==> src/rtl/hsc_adc_packer.sv <==
// ADC byte stream to 32-bit word packer with optional level trigger.
// Drives a downstream write port with a load pulse, then one strobe per word.
module hsc_adc_packer #(
  parameter int LOAD_CYCLES = 4
) (
  input  logic        clk,
  input  logic        rst_n,
  input  logic        start,
  input  logic        abort,
  input  logic [23:0] frame_words,
  input  logic        trig_en,
  input  logic [7:0]  trig_level,
  input  logic [7:0]  adc_data,
  input  logic        adc_valid,
  output logic        wr_load,
  output logic        wr_req,
  output logic [31:0] wr_data,
  output logic        busy,
  output logic        done,
  output logic [23:0] word_cnt
);

  typedef enum logic [2:0] {
    IDLE,
    LOAD,
    ARM,
    CAPTURE,
    DONE
  } state_t;

  localparam logic [3:0] LOAD_LAST = 4'(LOAD_CYCLES - 1);

  state_t      state_q;
  state_t      state_d;
  logic [3:0]  load_cnt;
  logic [23:0] fw_q;
  logic [7:0]  lvl_q;
  logic        te_q;
  logic [1:0]  idx;
  logic [7:0]  prev;
  logic [23:0] pack;
  logic [23:0] wc_q;
  logic [23:0] wc_inc;
  logic        wr_req_q;
  logic [31:0] wr_data_q;

  logic start_ok;
  logic load_end;
  logic trig_hit;
  logic accept;
  logic word_end;

  assign wc_inc = wc_q + 24'd1;

  // State register.
  always_ff @(posedge clk or negedge rst_n) begin
    if (!rst_n) state_q <= IDLE;
    else        state_q <= state_d;
  end

  // Next state and per-cycle control strobes; abort overrides everything.
  always_comb begin
    state_d  = state_q;
    start_ok = 1'b0;
    load_end = 1'b0;
    trig_hit = 1'b0;
    accept   = 1'b0;
    word_end = 1'b0;
    unique case (state_q)
      IDLE: begin
        if (start && frame_words != 24'd0) begin
          start_ok = 1'b1;
          state_d  = LOAD;
        end
      end
      LOAD: begin
        if (load_cnt == LOAD_LAST) begin
          load_end = 1'b1;
          state_d  = te_q ? ARM : CAPTURE;
        end
      end
      ARM: begin
        if (adc_valid && prev < lvl_q && adc_data >= lvl_q) begin
          trig_hit = 1'b1;
          state_d  = CAPTURE;
        end
      end
      CAPTURE: begin
        if (adc_valid) begin
          accept = 1'b1;
          if (idx == 2'd3) begin
            word_end = 1'b1;
            if (wc_inc == fw_q) state_d = DONE;
          end
        end
      end
      DONE: state_d = IDLE;
      default: state_d = IDLE;
    endcase
    if (abort) begin
      state_d  = IDLE;
      start_ok = 1'b0;
      load_end = 1'b0;
      trig_hit = 1'b0;
      accept   = 1'b0;
      word_end = 1'b0;
    end
  end

  // Frame parameters captured on an accepted start.
  always_ff @(posedge clk or negedge rst_n) begin
    if (!rst_n) begin
      fw_q  <= '0;
      lvl_q <= '0;
      te_q  <= 1'b0;
    end else if (start_ok) begin
      fw_q  <= frame_words;
      lvl_q <= trig_level;
      te_q  <= trig_en;
    end
  end

  // Load pulse length counter.
  always_ff @(posedge clk or negedge rst_n) begin
    if (!rst_n)               load_cnt <= '0;
    else if (start_ok)        load_cnt <= '0;
    else if (state_q == LOAD) load_cnt <= load_cnt + 4'd1;
  end

  // Previous valid sample for edge detection while armed.
  always_ff @(posedge clk or negedge rst_n) begin
    if (!rst_n)
      prev <= 8'hFF;
    else if (load_end)
      prev <= 8'hFF;
    else if (state_q == ARM && adc_valid && !abort)
      prev <= adc_data;
  end

  // Byte lane packing; the trigger sample lands in lane 0.
  always_ff @(posedge clk or negedge rst_n) begin
    if (!rst_n) begin
      idx  <= '0;
      pack <= '0;
    end else if (abort || start_ok) begin
      idx <= '0;
    end else if (trig_hit) begin
      pack[7:0] <= adc_data;
      idx       <= 2'd1;
    end else if (accept) begin
      idx <= idx + 2'd1;
      unique case (idx)
        2'd0: pack[7:0]   <= adc_data;
        2'd1: pack[15:8]  <= adc_data;
        2'd2: pack[23:16] <= adc_data;
        default: ;
      endcase
    end
  end

  // Word output strobe, data and count.
  always_ff @(posedge clk or negedge rst_n) begin
    if (!rst_n) begin
      wr_req_q  <= 1'b0;
      wr_data_q <= '0;
      wc_q      <= '0;
    end else begin
      wr_req_q <= word_end;
      if (word_end) begin
        wr_data_q <= {adc_data, pack};
        wc_q      <= wc_inc;
      end else if (start_ok) begin
        wc_q <= '0;
      end
    end
  end

  assign wr_load  = (state_q == LOAD);
  assign busy     = (state_q != IDLE);
  assign done     = (state_q == DONE);
  assign wr_req   = wr_req_q;
  assign wr_data  = wr_data_q;
  assign word_cnt = wc_q;

endmodule

==> config.mk <==
export PLATFORM = sky130hd
export DESIGN_NAME = hsc_adc_packer
export DESIGN_NICKNAME = d
export VERILOG_FILES = /design/src/rtl/hsc_adc_packer.sv
export SDC_FILE = /design/constraint.sdc
export NUM_CORES = 1
export LEC_CHECK = 0
export CAP_MARGIN = 20
export CORE_ASPECT_RATIO = 0.5
export CORE_UTILIZATION = 35
export DETAILED_ROUTE_END_ITERATION = 10
export PLACE_DENSITY_LB_ADDON = 0.12
export RECOVER_POWER = 50
export SLEW_MARGIN = 20
export SYNTH_ARGS = -nofsm -noshare
export SYNTH_HDL_FRONTEND = slang
export SYNTH_SLANG_ARGS = --single-unit
export TNS_END_PERCENT = 50
==> constraint.sdc <==
create_clock -name clk -period 3.4 [get_ports clk]
set_input_delay 0.34 -clock clk [delete_from_list [all_inputs] [get_ports clk]]
set_output_delay 0.34 -clock clk [all_outputs]
set_load 0.1 [all_outputs]
==> results.tsv <==
stage	metric	value	unit
logic_synthesis	avgSynthCellArea	9.90	sq um
status	violations	capacitance limit, slew limit	
sta	rsz0062_at_grt	false	
die	fp.dieArea	0.0193	sq mm
logic_synthesis	synthSimpleGateAreaFrac	19.8	%
logic_synthesis	synth-compound-area-share	9.45	%
clock_tree	numCtsBuffers	17	
die	core	0.0179	sq mm
clock_tree	cts_setup_buffers	0	
clock_tree	clk_path_buf_depth	2	
pwr	cellPowerDensity	574	mW/mm^2
global_routing	grt_max_degree	64	
drt	num_vias	5204	
critical_path	path_max_fanout	9	
sta	holdWs	0.349	ns
die	rows	34	
logic_synthesis	synthMuxAreaShare	8.50	%
logic_synthesis	yosysUniqueCellTypes	58	
critical_path	cp-start-kind	register	
critical_path	worstRegToRegCells	9	
logic_synthesis	synth_top_area_share	46.9	%
logic_synthesis	syn_nets	730	
die	initial_core_util	36.8	%
drt	via_per_inst	5.06	
logic_synthesis	synthArstFlopShare	100	%
die	io_pins	106	
global_routing	grt_pass1_wl	29000	um
sta	skew	0.00635	ns
critical_path	worst-setup-path-type	reg2reg	
sta	setup_viol	0	
clock_tree	path_clk_slew	0.06	ns
clock_tree	insertion_delay	0.42	ns
clock_tree	cts.sink_count	131	
sta	relSlewSlack	-13.2	%
min_path	hold_path_class	in2async	
drt	drt_iter0_markers	273	
logic_synthesis	ys_ff_latch	131	
critical_path	reg2reg_slack	0.30	ns
sta	tightest_slew	1.70	ns
drt	routed_wl	17500	um
placed_design	port_buffers	105	
sta	slew_violations	64	
sta	fmax	0.323	GHz
logic_synthesis	synth_ff_type	dfrtp_1	
cells_and_area	seq_area	0.00330	sq mm
cells_and_area	nNetsFinal	849	
critical_path	reg2reg_to	state_q[0]	
cells_and_area	syn2layout_area_growth	30.9	%
critical_path	cp_slowest_cell	or4_4	
die	die_w	196	um
pwr	total_power	4930	uW
logic_synthesis	yosysWarnings	0	
pwr	leakagePower	0.00387	uW
pwr	ir_drop	362	uV
logic_synthesis	synth_top_family_by_area	simple AND/OR/NAND/NOR gates	
logic_synthesis	synth_xor_area_share	5.07	%
clock_tree	cts_resized	0	
critical_path	crit_path_cell_trace	ha_4 > nand4_2 > or4_4 > xnor2_1 > a2111oi_1 > o2111ai_1 > or4_4 > nand3_1 > a21oi_1	
sta	fin_crit	3.10	ns
job	maxCapViolations	1	
logic_synthesis	synthTopCellsByArea	dfrtp_1, nand2_1, mux2_2	
drt	firstDrtPassIters	4	
logic_synthesis	yosysTopAreaCell	dfrtp_1	
logic_synthesis	synth_fa_ha_area_share	4.00	%
global_routing	grt_pass1_vias	5384	
sta	hold_viol_final	0	
cells_and_area	final_cells	1029	
placed_design	place_congestion	0.889	
die	die_h	98.9	um
cells_and_area	multi_input_area	0.00309	sq mm
clock_tree	h-tree-depth	4	
clock_tree	hold_buffers	0	
global_routing	grt-ovfl-total	0	
placed_design	hpwl	12600	um
logic_synthesis	netlist_top_cells_count	nand2_1, dfrtp_1, o21ai_0	
cells_and_area	fillers	1715	
critical_path	crit_path_end_kind	register	
clock_tree	cts_tree	done	
critical_path	slowest_delay	0.62	ns
sta	finalCritPeriodShare	91.1	%
global_routing	antenna_found_initial	0	
critical_path	r2r-start	word_cnt[0]	
clock_tree	cts_root_buf	clkbuf_16	
critical_path	cp.arrival	3.40	ns
critical_path	critPathMostFrequentCell	or4_4	
drt	wl_per_cell	17.0	um
logic_synthesis	synth.yosys.seq_area_share	50.1	%
cells_and_area	layout-drive-gt1-share	16.6	%
logic_synthesis	synth.most_common_cell	nand2_1	
global_routing	track_usage	19.3	%
drt	drt.antenna.violating_nets	0	
logic_synthesis	synthesis.instances	663	
critical_path	critPathRequiredTime	3.70	ns
logic_synthesis	netlist_area	0.00657	sq mm
status	outcome	complete, but fails checks	
cells_and_area	antenna_cells	0	
drt	post-route-drc-count	0	
placed_design	dpl.cell_count	997	
sta	final.setup.tns	0	ns
logic_synthesis	synth_edf_count	0	
[area by class of cell]
class	instances	share of cell area, %
multi-input cells	483	36.0
flip-flops and latches	131	38.4
repair buffers	131	14.1
clock buffers	18	5.11
well taps	234	3.41
inverters	18	0.786
clock inverters	14	2.21
[layout by cell type, fill, tap and decap left out, drive strengths merged, types with 4 or more instances in the layout]
master         netlist  final
dfrtp              123    123
a21oi               12     12
o31ai               10     10
nand2              159    159
xnor2               20     20
mux2                46     46
nand3               16     16
o21ai               53     53
ha                  21     21
or4                  5      5
dlygate4sd3          0      5
xor2                18     18
mux2i                4      4
nand4               15     15
dfstp                8      8
clkbuf              23     28
clkdlybuf4s50        0     96
buf                  8     20
nor4                14     14
inv                 18     25
and3                 7      7
nor3b                4      4
nor2                27     27
nor3                 9      9
[where the power goes]
part           leakage (uW)  switching [uW]  internal [uW]  total (uW)
combinational       0.00186             486            466         952
clock              0.000306             758           1200        1960
sequential          0.00171             177           1850        2020
[routing by layer]
metal / global-route usage [%] / routed length [um] / share of wire, %
met2: 30.1 / 7800 / 45
met3: 4.14 / 766 / 4.4
met5: 0 / 0 / 0
met1: 26.9 / 8730 / 50
met4: 6.13 / 206 / 1.2
[metrics by stage]
| stage | util [%] | setup slack (ns) | area [sq um] |
|---|---|---|---|
| 6_report | 48.1 | 0.302 | 8600 |
| 5_1_grt | 48.1 | 0.0839 | 8600 |
| 4_1_cts | 48.3 | 0.163 | 8630 |
| 3_5_place_dp | 44.8 | 0.173 | 8000 |
| 3_3_place_gp | 44.8 | 0.281 | 8000 |
| 2_1_floorplan | - | 0.00188 | 6590 |
[kinds of logic after synthesis]
| family | after synthesis |
|---|---|
| multiplexers | 50 |
| AND/OR/NAND/NOR | 273 |
| buffers and inverters | 49 |
| flip-flops | 131 |
| XOR/XNOR | 38 |
| adder cells (fa/ha/maj) | 21 |
| AO/OA/AOI/OAI | 101 |
[registers in the layout, summed over array words and instances (netlist names)]
name and flops:
pack 24, te_q 1, wr_data 32, lvl_q 8, wr_req 1, load_cnt 4, fw_q 24, word_cnt 24
idx 2, prev 8, state_q 3
[critical path, delay by kind of cell, from the launching register on]
kind | cells | cell delay, ns
and+or+nand+nor | 4 | 1.51
DFF | 1 | 0.46
AOI/OAI and AO/OA | 3 | 0.65
adders and majority gates | 1 | 0.21
xor gates and xnor gates | 1 | 0.15
[worst max path at each step]
stage,startpoint,end,slack (ns),cells after the start
finish,word_cnt[0],state_q[0],0.30,9
global route,word_cnt[0],state_q[1],0.08,9
CTS,word_cnt[0],state_q[0],0.16,9
detailed placement,word_cnt[0],state_q[0],0.17,9
global placement,word_cnt[0],state_q[1],0.28,9
floorplan,word_cnt[0],state_q[1],0.002,11
Note: power is estimated with default switching activity, not from simulation.
